## src/rtl/semafor_pkg.sv

```systemverilog
// Shared encodings for the self-timed traffic-light controller: phase codes,
// FSM state encoding and the registered-lamp decode helpers.
package semafor_pkg;

   localparam logic [1:0] PH_RED = 2'b00;
   localparam logic [1:0] PH_YEL = 2'b01;
   localparam logic [1:0] PH_GRN = 2'b11;
   localparam logic [1:0] PH_GY  = 2'b10;

   typedef enum logic [2:0] {
      ST_RED   = 3'd0,
      ST_YEL   = 3'd1,
      ST_GRN   = 3'd2,
      ST_GY    = 3'd3,
      ST_NIGHT = 3'd4
   } state_e;

   // Returns {red, yellow, green}; in NIGHT only the yellow lamp follows blink.
   function automatic logic [2:0] lamp_decode(input state_e st, input logic blink);
      logic [2:0] l;
      case (st)
         ST_RED:   l = 3'b100;
         ST_YEL:   l = 3'b010;
         ST_GRN:   l = 3'b001;
         ST_GY:    l = 3'b011;
         ST_NIGHT: l = {1'b0, blink, 1'b0};
         default:  l = 3'b100;
      endcase
      return l;
   endfunction

   function automatic logic [1:0] phase_decode(input state_e st);
      logic [1:0] p;
      case (st)
         ST_YEL:  p = PH_YEL;
         ST_GRN:  p = PH_GRN;
         ST_GY:   p = PH_GY;
         default: p = PH_RED;
      endcase
      return p;
   endfunction

endpackage

```

## src/rtl/semafor_timer_if.sv

```systemverilog
// Control inputs and lamp/phase outputs of the traffic-light controller.
interface semafor_timer_if;
   logic       en;
   logic       night;
   logic       ped_req;
   logic [1:0] phase;
   logic       red;
   logic       yellow;
   logic       green;
   logic       phase_start;

   modport master (
      output en, night, ped_req,
      input  phase, red, yellow, green, phase_start
   );

   modport slave (
      input  en, night, ped_req,
      output phase, red, yellow, green, phase_start
   );
endinterface

```

## src/rtl/semafor_prescaler.sv

```systemverilog
// Divides clk down to a one-cycle tick every CLK_DIV enabled cycles;
// the count freezes while en is low so resuming adds no extra ticks.
module semafor_prescaler #(
   parameter int CLK_DIV = 50000000
) (
   input  logic clk,
   input  logic reset,
   input  logic en,
   output logic tick
);

   localparam int         W    = (CLK_DIV > 1) ? $clog2(CLK_DIV) : 1;
   localparam logic [W-1:0] LAST = W'(CLK_DIV - 1);

   logic [W-1:0] cnt_q, cnt_d;

   always_comb begin
      tick  = en && (cnt_q == LAST);
      cnt_d = cnt_q;
      if (tick)    cnt_d = '0;
      else if (en) cnt_d = cnt_q + W'(1);
   end

   always_ff @(posedge clk) begin
      if (reset) cnt_q <= '0;
      else       cnt_q <= cnt_d;
   end

endmodule

```

## src/rtl/semafor_timer.sv

```systemverilog
// Self-timed traffic-light FSM with pedestrian green shortening, night
// flashing-yellow mode and run enable; all lamp/phase outputs are registered.
module semafor_timer
   import semafor_pkg::*;
#(
   parameter int CLK_DIV = 50000000,
   parameter int CNT_W   = 8,
   parameter int T_RED   = 10,
   parameter int T_YEL   = 2,
   parameter int T_GRN   = 10,
   parameter int T_GMIN  = 3,
   parameter int T_GY    = 2,
   parameter int T_BLINK = 1
) (
   input  logic            clk,
   input  logic            reset,
   semafor_timer_if.slave  bus
);

   localparam logic [CNT_W-1:0] RED_LAST   = CNT_W'(T_RED - 1);
   localparam logic [CNT_W-1:0] YEL_LAST   = CNT_W'(T_YEL - 1);
   localparam logic [CNT_W-1:0] GRN_LAST   = CNT_W'(T_GRN - 1);
   localparam logic [CNT_W-1:0] GMIN_LAST  = CNT_W'(T_GMIN - 1);
   localparam logic [CNT_W-1:0] GY_LAST    = CNT_W'(T_GY - 1);
   localparam logic [CNT_W-1:0] BLINK_LAST = CNT_W'(T_BLINK - 1);

   logic             tick;
   logic             changed;
   state_e           state_q, state_d;
   logic [CNT_W-1:0] timer_q, timer_d;
   logic             ped_pend_q, ped_pend_d;
   logic             blink_q, blink_d;
   logic [2:0]       lamps_q, lamps_d;
   logic [1:0]       phase_q, phase_d;
   logic             phase_start_q, phase_start_d;

   semafor_prescaler #(.CLK_DIV(CLK_DIV)) u_prescaler (
      .clk   (clk),
      .reset (reset),
      .en    (bus.en),
      .tick  (tick)
   );

   always_comb begin
      state_d    = state_q;
      timer_d    = timer_q;
      blink_d    = blink_q;
      ped_pend_d = ped_pend_q;
      if (bus.ped_req && (state_q == ST_YEL || state_q == ST_GRN || state_q == ST_GY))
         ped_pend_d = 1'b1;

      if (tick) begin
         timer_d = timer_q + CNT_W'(1);
         if (state_q == ST_NIGHT) begin
            if (!bus.night) begin
               state_d = ST_RED;
            end else if (timer_q == BLINK_LAST) begin
               blink_d = ~blink_q;
               timer_d = '0;
            end
         end else if (bus.night) begin
            // Night wins over any day transition due on the same tick.
            state_d = ST_NIGHT;
            blink_d = 1'b0;
         end else begin
            case (state_q)
               ST_RED: if (timer_q == RED_LAST) state_d = ST_YEL;
               ST_YEL: if (timer_q == YEL_LAST) state_d = ST_GRN;
               ST_GRN: if ((timer_q == GRN_LAST) || (ped_pend_q && timer_q >= GMIN_LAST))
                          state_d = ST_GY;
               ST_GY:  if (timer_q == GY_LAST)  state_d = ST_RED;
               default: state_d = ST_RED;
            endcase
         end
      end

      changed = (state_d != state_q);
      if (changed) timer_d = '0;
      // Clearing on entry to RED beats a same-cycle request.
      if (changed && state_d == ST_RED) ped_pend_d = 1'b0;

      lamps_d       = lamp_decode(state_d, blink_d);
      phase_d       = phase_decode(state_d);
      phase_start_d = changed;
   end

   always_ff @(posedge clk) begin
      if (reset) begin
         state_q       <= ST_RED;
         timer_q       <= '0;
         ped_pend_q    <= 1'b0;
         blink_q       <= 1'b0;
         lamps_q       <= 3'b100;
         phase_q       <= PH_RED;
         phase_start_q <= 1'b0;
      end else begin
         state_q       <= state_d;
         timer_q       <= timer_d;
         ped_pend_q    <= ped_pend_d;
         blink_q       <= blink_d;
         lamps_q       <= lamps_d;
         phase_q       <= phase_d;
         phase_start_q <= phase_start_d;
      end
   end

   assign bus.red         = lamps_q[2];
   assign bus.yellow      = lamps_q[1];
   assign bus.green       = lamps_q[0];
   assign bus.phase       = phase_q;
   assign bus.phase_start = phase_start_q;

endmodule

```

## src/flat_wrapper.sv

```systemverilog
// flat-port wrapper written by rule: the top's interface ports become plain ports
module semafor_timer_flat import semafor_pkg::*;
#(
   parameter int CLK_DIV = 50000000,
   parameter int CNT_W   = 8,
   parameter int T_RED   = 10,
   parameter int T_YEL   = 2,
   parameter int T_GRN   = 10,
   parameter int T_GMIN  = 3,
   parameter int T_GY    = 2,
   parameter int T_BLINK = 1
)
  (clk, reset, bus_en, bus_night, bus_ped_req, bus_phase, bus_red, bus_yellow, bus_green, bus_phase_start);
  semafor_timer_if bus_i ();
  input  logic clk;
  input  logic reset;
  input wire logic [$bits(bus_i.en)-1:0] bus_en;
  input wire logic [$bits(bus_i.night)-1:0] bus_night;
  input wire logic [$bits(bus_i.ped_req)-1:0] bus_ped_req;
  output wire logic [$bits(bus_i.phase)-1:0] bus_phase;
  output wire logic [$bits(bus_i.red)-1:0] bus_red;
  output wire logic [$bits(bus_i.yellow)-1:0] bus_yellow;
  output wire logic [$bits(bus_i.green)-1:0] bus_green;
  output wire logic [$bits(bus_i.phase_start)-1:0] bus_phase_start;
  assign bus_i.en = bus_en;
  assign bus_i.night = bus_night;
  assign bus_i.ped_req = bus_ped_req;
  assign bus_phase = bus_i.phase;
  assign bus_red = bus_i.red;
  assign bus_yellow = bus_i.yellow;
  assign bus_green = bus_i.green;
  assign bus_phase_start = bus_i.phase_start;
  semafor_timer #(.CLK_DIV(CLK_DIV), .CNT_W(CNT_W), .T_RED(T_RED), .T_YEL(T_YEL), .T_GRN(T_GRN), .T_GMIN(T_GMIN), .T_GY(T_GY), .T_BLINK(T_BLINK)) u_core (.clk(clk), .reset(reset), .bus(bus_i));
endmodule
```

## config.mk

```make
export PLATFORM = sky130hd
export DESIGN_NAME = semafor_timer_flat
export DESIGN_NICKNAME = d
export VERILOG_FILES = /design/src/rtl/semafor_pkg.sv /design/src/rtl/semafor_timer_if.sv /design/src/rtl/semafor_prescaler.sv /design/src/rtl/semafor_timer.sv /design/src/flat_wrapper.sv
export SDC_FILE = /design/constraint.sdc
export NUM_CORES = 1
export LEC_CHECK = 0
export ABC_CLOCK_PERIOD_IN_PS = 3140
export BUFFER_PORTS_ARGS = -buffer_cell sky130_fd_sc_hd__clkbuf_2
export CAP_MARGIN = 30
export CORE_MARGIN = 3
export CORE_UTILIZATION = 30
export CTS_BUF_LIST = sky130_fd_sc_hd__clkbuf_4 sky130_fd_sc_hd__clkbuf_8
export DETAILED_ROUTE_END_ITERATION = 8
export PLACE_DENSITY = 0.56
export SLEW_MARGIN = 20
export SYNTH_ARGS = -nofsm -noshare
export SYNTH_HDL_FRONTEND = slang
export SYNTH_SLANG_ARGS = --single-unit
export TNS_END_PERCENT = 10
```

## constraint.sdc

```tcl
create_clock -name clk -period 3.14 [get_ports clk]
set_clock_uncertainty 0.15 [all_clocks]
set_input_delay 0.157 -clock clk [delete_from_list [all_inputs] [get_ports clk]]
set_output_delay 0.157 -clock clk [all_outputs]
set_load 0.02 [all_outputs]
```

==> summary.txt <==
biggest area contributors in the synthesized netlist: dfxtp_1 (40%), xor2_1 (7.6%), nor2_1 (7.2%)
most frequent cell on the critical path: and3_1
final design instance area without fill: 0.002407 mm2
ys flop type: dfxtp_1
die boundary height: 91.39 um
wire length of the first global-routing pass: 7748 um
count of routing violations after the opening detailed-route iteration: 51
area share of the largest cell type after synthesis: 40.27%
layout overhead on the synthesized area: 10.07%
dominant cell type by area after synthesis: dfxtp_1
peak supply drop: 0.0001198 V
die area: 0.008351 mm2
type of the tightest min-delay check: input pin to register
number of pins exceeding their max-slew limit in the final report: 0
total global routing overflow: 0
Compound-Gate Fraction of Synth Area: 6.751%
final clock period utilization by the worst path: 72.90%
post-detailed-route DRC marker count: 0
minimum setup slack after placement: 0.8071 ns
initial core utilization: 31.50%
final worst setup slack: 0.8509 ns
proportion of synthesized flip-flops having asynchronous set or reset: 0%
vias post-DR: 1712
final-stage net count: 269
reported leakage power: 0.8566 nW
switch share: 22.04%
netlist area before placement: 0.002187 mm2
final setup violating endpoints: 0
final hold violation count: 0
area fraction in and, or, nand and nor cells after synthesis: 33.18%
relative contribution of the clock network to total power: 38.5%
part of the power in registers: 58.8%
switching power: 0.0002107 W
RD Place Congestion: 0.7770
footprint of the flip-flops and latches: 880.8 um2
hold buffer count at cts: 0
path length in cells of the critical path: 7
Post-CTS Setup Repair Bufs: 0
CP max stage delay: 0.52 ns
Synthesis Warnings: 0
Top-Level Pins: 11
Chip Width: 91.39 um
Worst Max-Slew Pin Slew: 0.5615 ns
main combinational cell family by area after synthesis: simple AND/OR/NAND/NOR gates
commonest cells in the synthesized netlist: dfxtp_1 (44), nor2_1 (42), xor2_1 (19)
mux contribution to synthesized area: 0.9153%
synthesized flop and latch total: 44
Resized cells post-CTS: 0
total core area: 0.006944 mm2
unrepaired setup endpoints after global routing: false
number of antenna violations at the first check in global routing: 0
All-Layer GR Usage: 11.16%
most used standard cell by instance count after synthesis: dfxtp_1
Detail Placement HPWL: 2980 um
post-layout minimum cycle time: 2.289 ns
CTS tree: built
maximum fanout count along the critical path: 8
Multi-input gate area: 0.001245 mm2
dpl cell area: 0.002315 mm2
level count of the clock H-tree: 2
Clock Pin Slew Worst Setup and Hold Paths: 0.09 ns
via count of the first global-routing pass: 1651
kind of start point of the critical path: register
average vias per placed instance: 4.809
post-synth net total: 262
CTS sink cnt: 44
mean instance size in the synthesized netlist: 8.679 um2
adder-cell share of the synthesized area: 2.860%
Worst path slowest cell: or4_1
cell internal pwr: 0.0007453 W
CP cell instances: ha_1 > and3_1 > and3_1 > nand3_2 > or4_1 > xor2_1 > nor3_1
final core utilization: 34.67%
max-capacitance violation count: 0
filler cell count: 720
pin count of the biggest net entering global routing: 26
Rel. slew slack: 62.28%
maximum achievable frequency: 436.9 MHz
per-cell routed wire length: 11.90 um
sum of negative setup slack: 0 ns
worst-case clock buffer depth: 2
cell family with most CP delay: simple AND/OR/NAND/NOR gates
result of the run: finished clean
root buffer cell: clkbuf_8
final wirelength: 4238 um
unique cell type count in the Yosys netlist: 44
Post-Synth XOR/XNOR Area: 13.22%
critical path arrival: 2.37 ns
worst hold path cell count: 3
Post-synth EDFFs: 0
quantity of I/O buffers inserted on ports: 10
total clock buffers created by CTS: 5
worst setup path class: register to register
share of total power in combinational logic: 2.7%
Row Count: 30
Inserted Diodes: 0
Crit path required time: 3.22 ns
Gate Count Post-Synth: 252
Post-Route Hold Slack: 0.03414 ns
count of buffer and inverter cells on the critical path: 0
CP Capture Type: register
Routed Antenna Nets: 0
cell depth of the worst flop-to-flop path: 7
clk_lat worst skew: 0.30 ns
Power Dens Cells: 397.1 mW/mm2
share of synthesized area occupied by flip-flops and latches: 40.27%
share of cells above drive strength 1: 11.15%
number of optimization iterations in the first detailed-route pass: 4
[stage by stage]
| stage | std cells | total power, W |
|---|---|---|
| after floorplan | 252 | 0.0005933 |
| after global placement | 348 | 0.0006014 |
| after detailed placement | 348 | 0.0006019 |
| after CTS | 356 | 0.0009758 |
| after global routing | 356 | 0.001004 |
| final | 356 | 0.0009560 |
[final cells by class]
cell class	instances	area share (%)
tap	96	4.990
clock buffer	6	3.430
inverter	3	0.4678
clock inverter	2	0.4158
timing repair buffer	11	2.391
sequential	44	36.59
multi-input combinational	194	51.71
[final timing paths]
path,startpoint,end,slack [ns]
worst max-delay path,u_core.u_prescaler.cnt_q[0],u_core.timer_q[7],0.85
worst min-delay path,bus_en,u_core.u_prescaler.cnt_q[0],0.03
worst min register to register,u_core.ped_pend_q,u_core.ped_pend_q,0.36
worst max register to register,u_core.u_prescaler.cnt_q[0],u_core.timer_q[7],0.85
[tightest hold or removal path: stages]
cell	delay [ns]
clkbuf_2	0.13
xnor2_1	0.08
nor2_1	0.07
[logic make-up after synthesis]
group,after synthesis
adders and majority gates,5
buffers and inverters,14
AOI/OAI and AO/OA,20
muxes,2
xor gates and xnor gates,33
DFF,44
and+or+nand+nor,134
[cell usage in the layout, fill, tap and decap left out, types with 4 or more instances in the layout]
cell / count
a21oi_1: 6
and3_1: 9
and4_1: 5
clkbuf_2: 10
clkbuf_8: 6
dfxtp_1: 44
ha_1: 5
nand2_1: 15
nand3_1: 11
nand4_1: 8
nor2_1: 42
nor3_1: 15
or3_1: 4
xnor2_1: 14
xor2_1: 19
[flip-flops by register name (all words and copies together) (netlist names)]
signal	flops
u_core.timer_q	8
u_core.state_q	3
u_core.u_prescaler.cnt_q	26
u_core.bus.phase_start	1
u_core.ped_pend_q	1
u_core.bus.phase	1
u_core.lamps_q	3
u_core.blink_q	1
[per-layer routing]
layer	track usage, %	vias up	routed length, um
li1	-	895	-
met1	14.43	783	2080
met2	17.77	27	1939
met3	2.486	7	134
met4	4.774	0	84
met5	0	-	0
[power groups by stage]
stage               clock, W  combinational, W  sequential, W
floorplan                  0         0.0000182       0.000575
global placement           0         0.0000261       0.000575
detailed placement         0         0.0000264       0.000576
CTS                 0.000387         0.0000265       0.000562
global route        0.000411         0.0000304       0.000563
finish              0.000368         0.0000260       0.000562
Note: power is estimated with default switching activity, not from simulation.
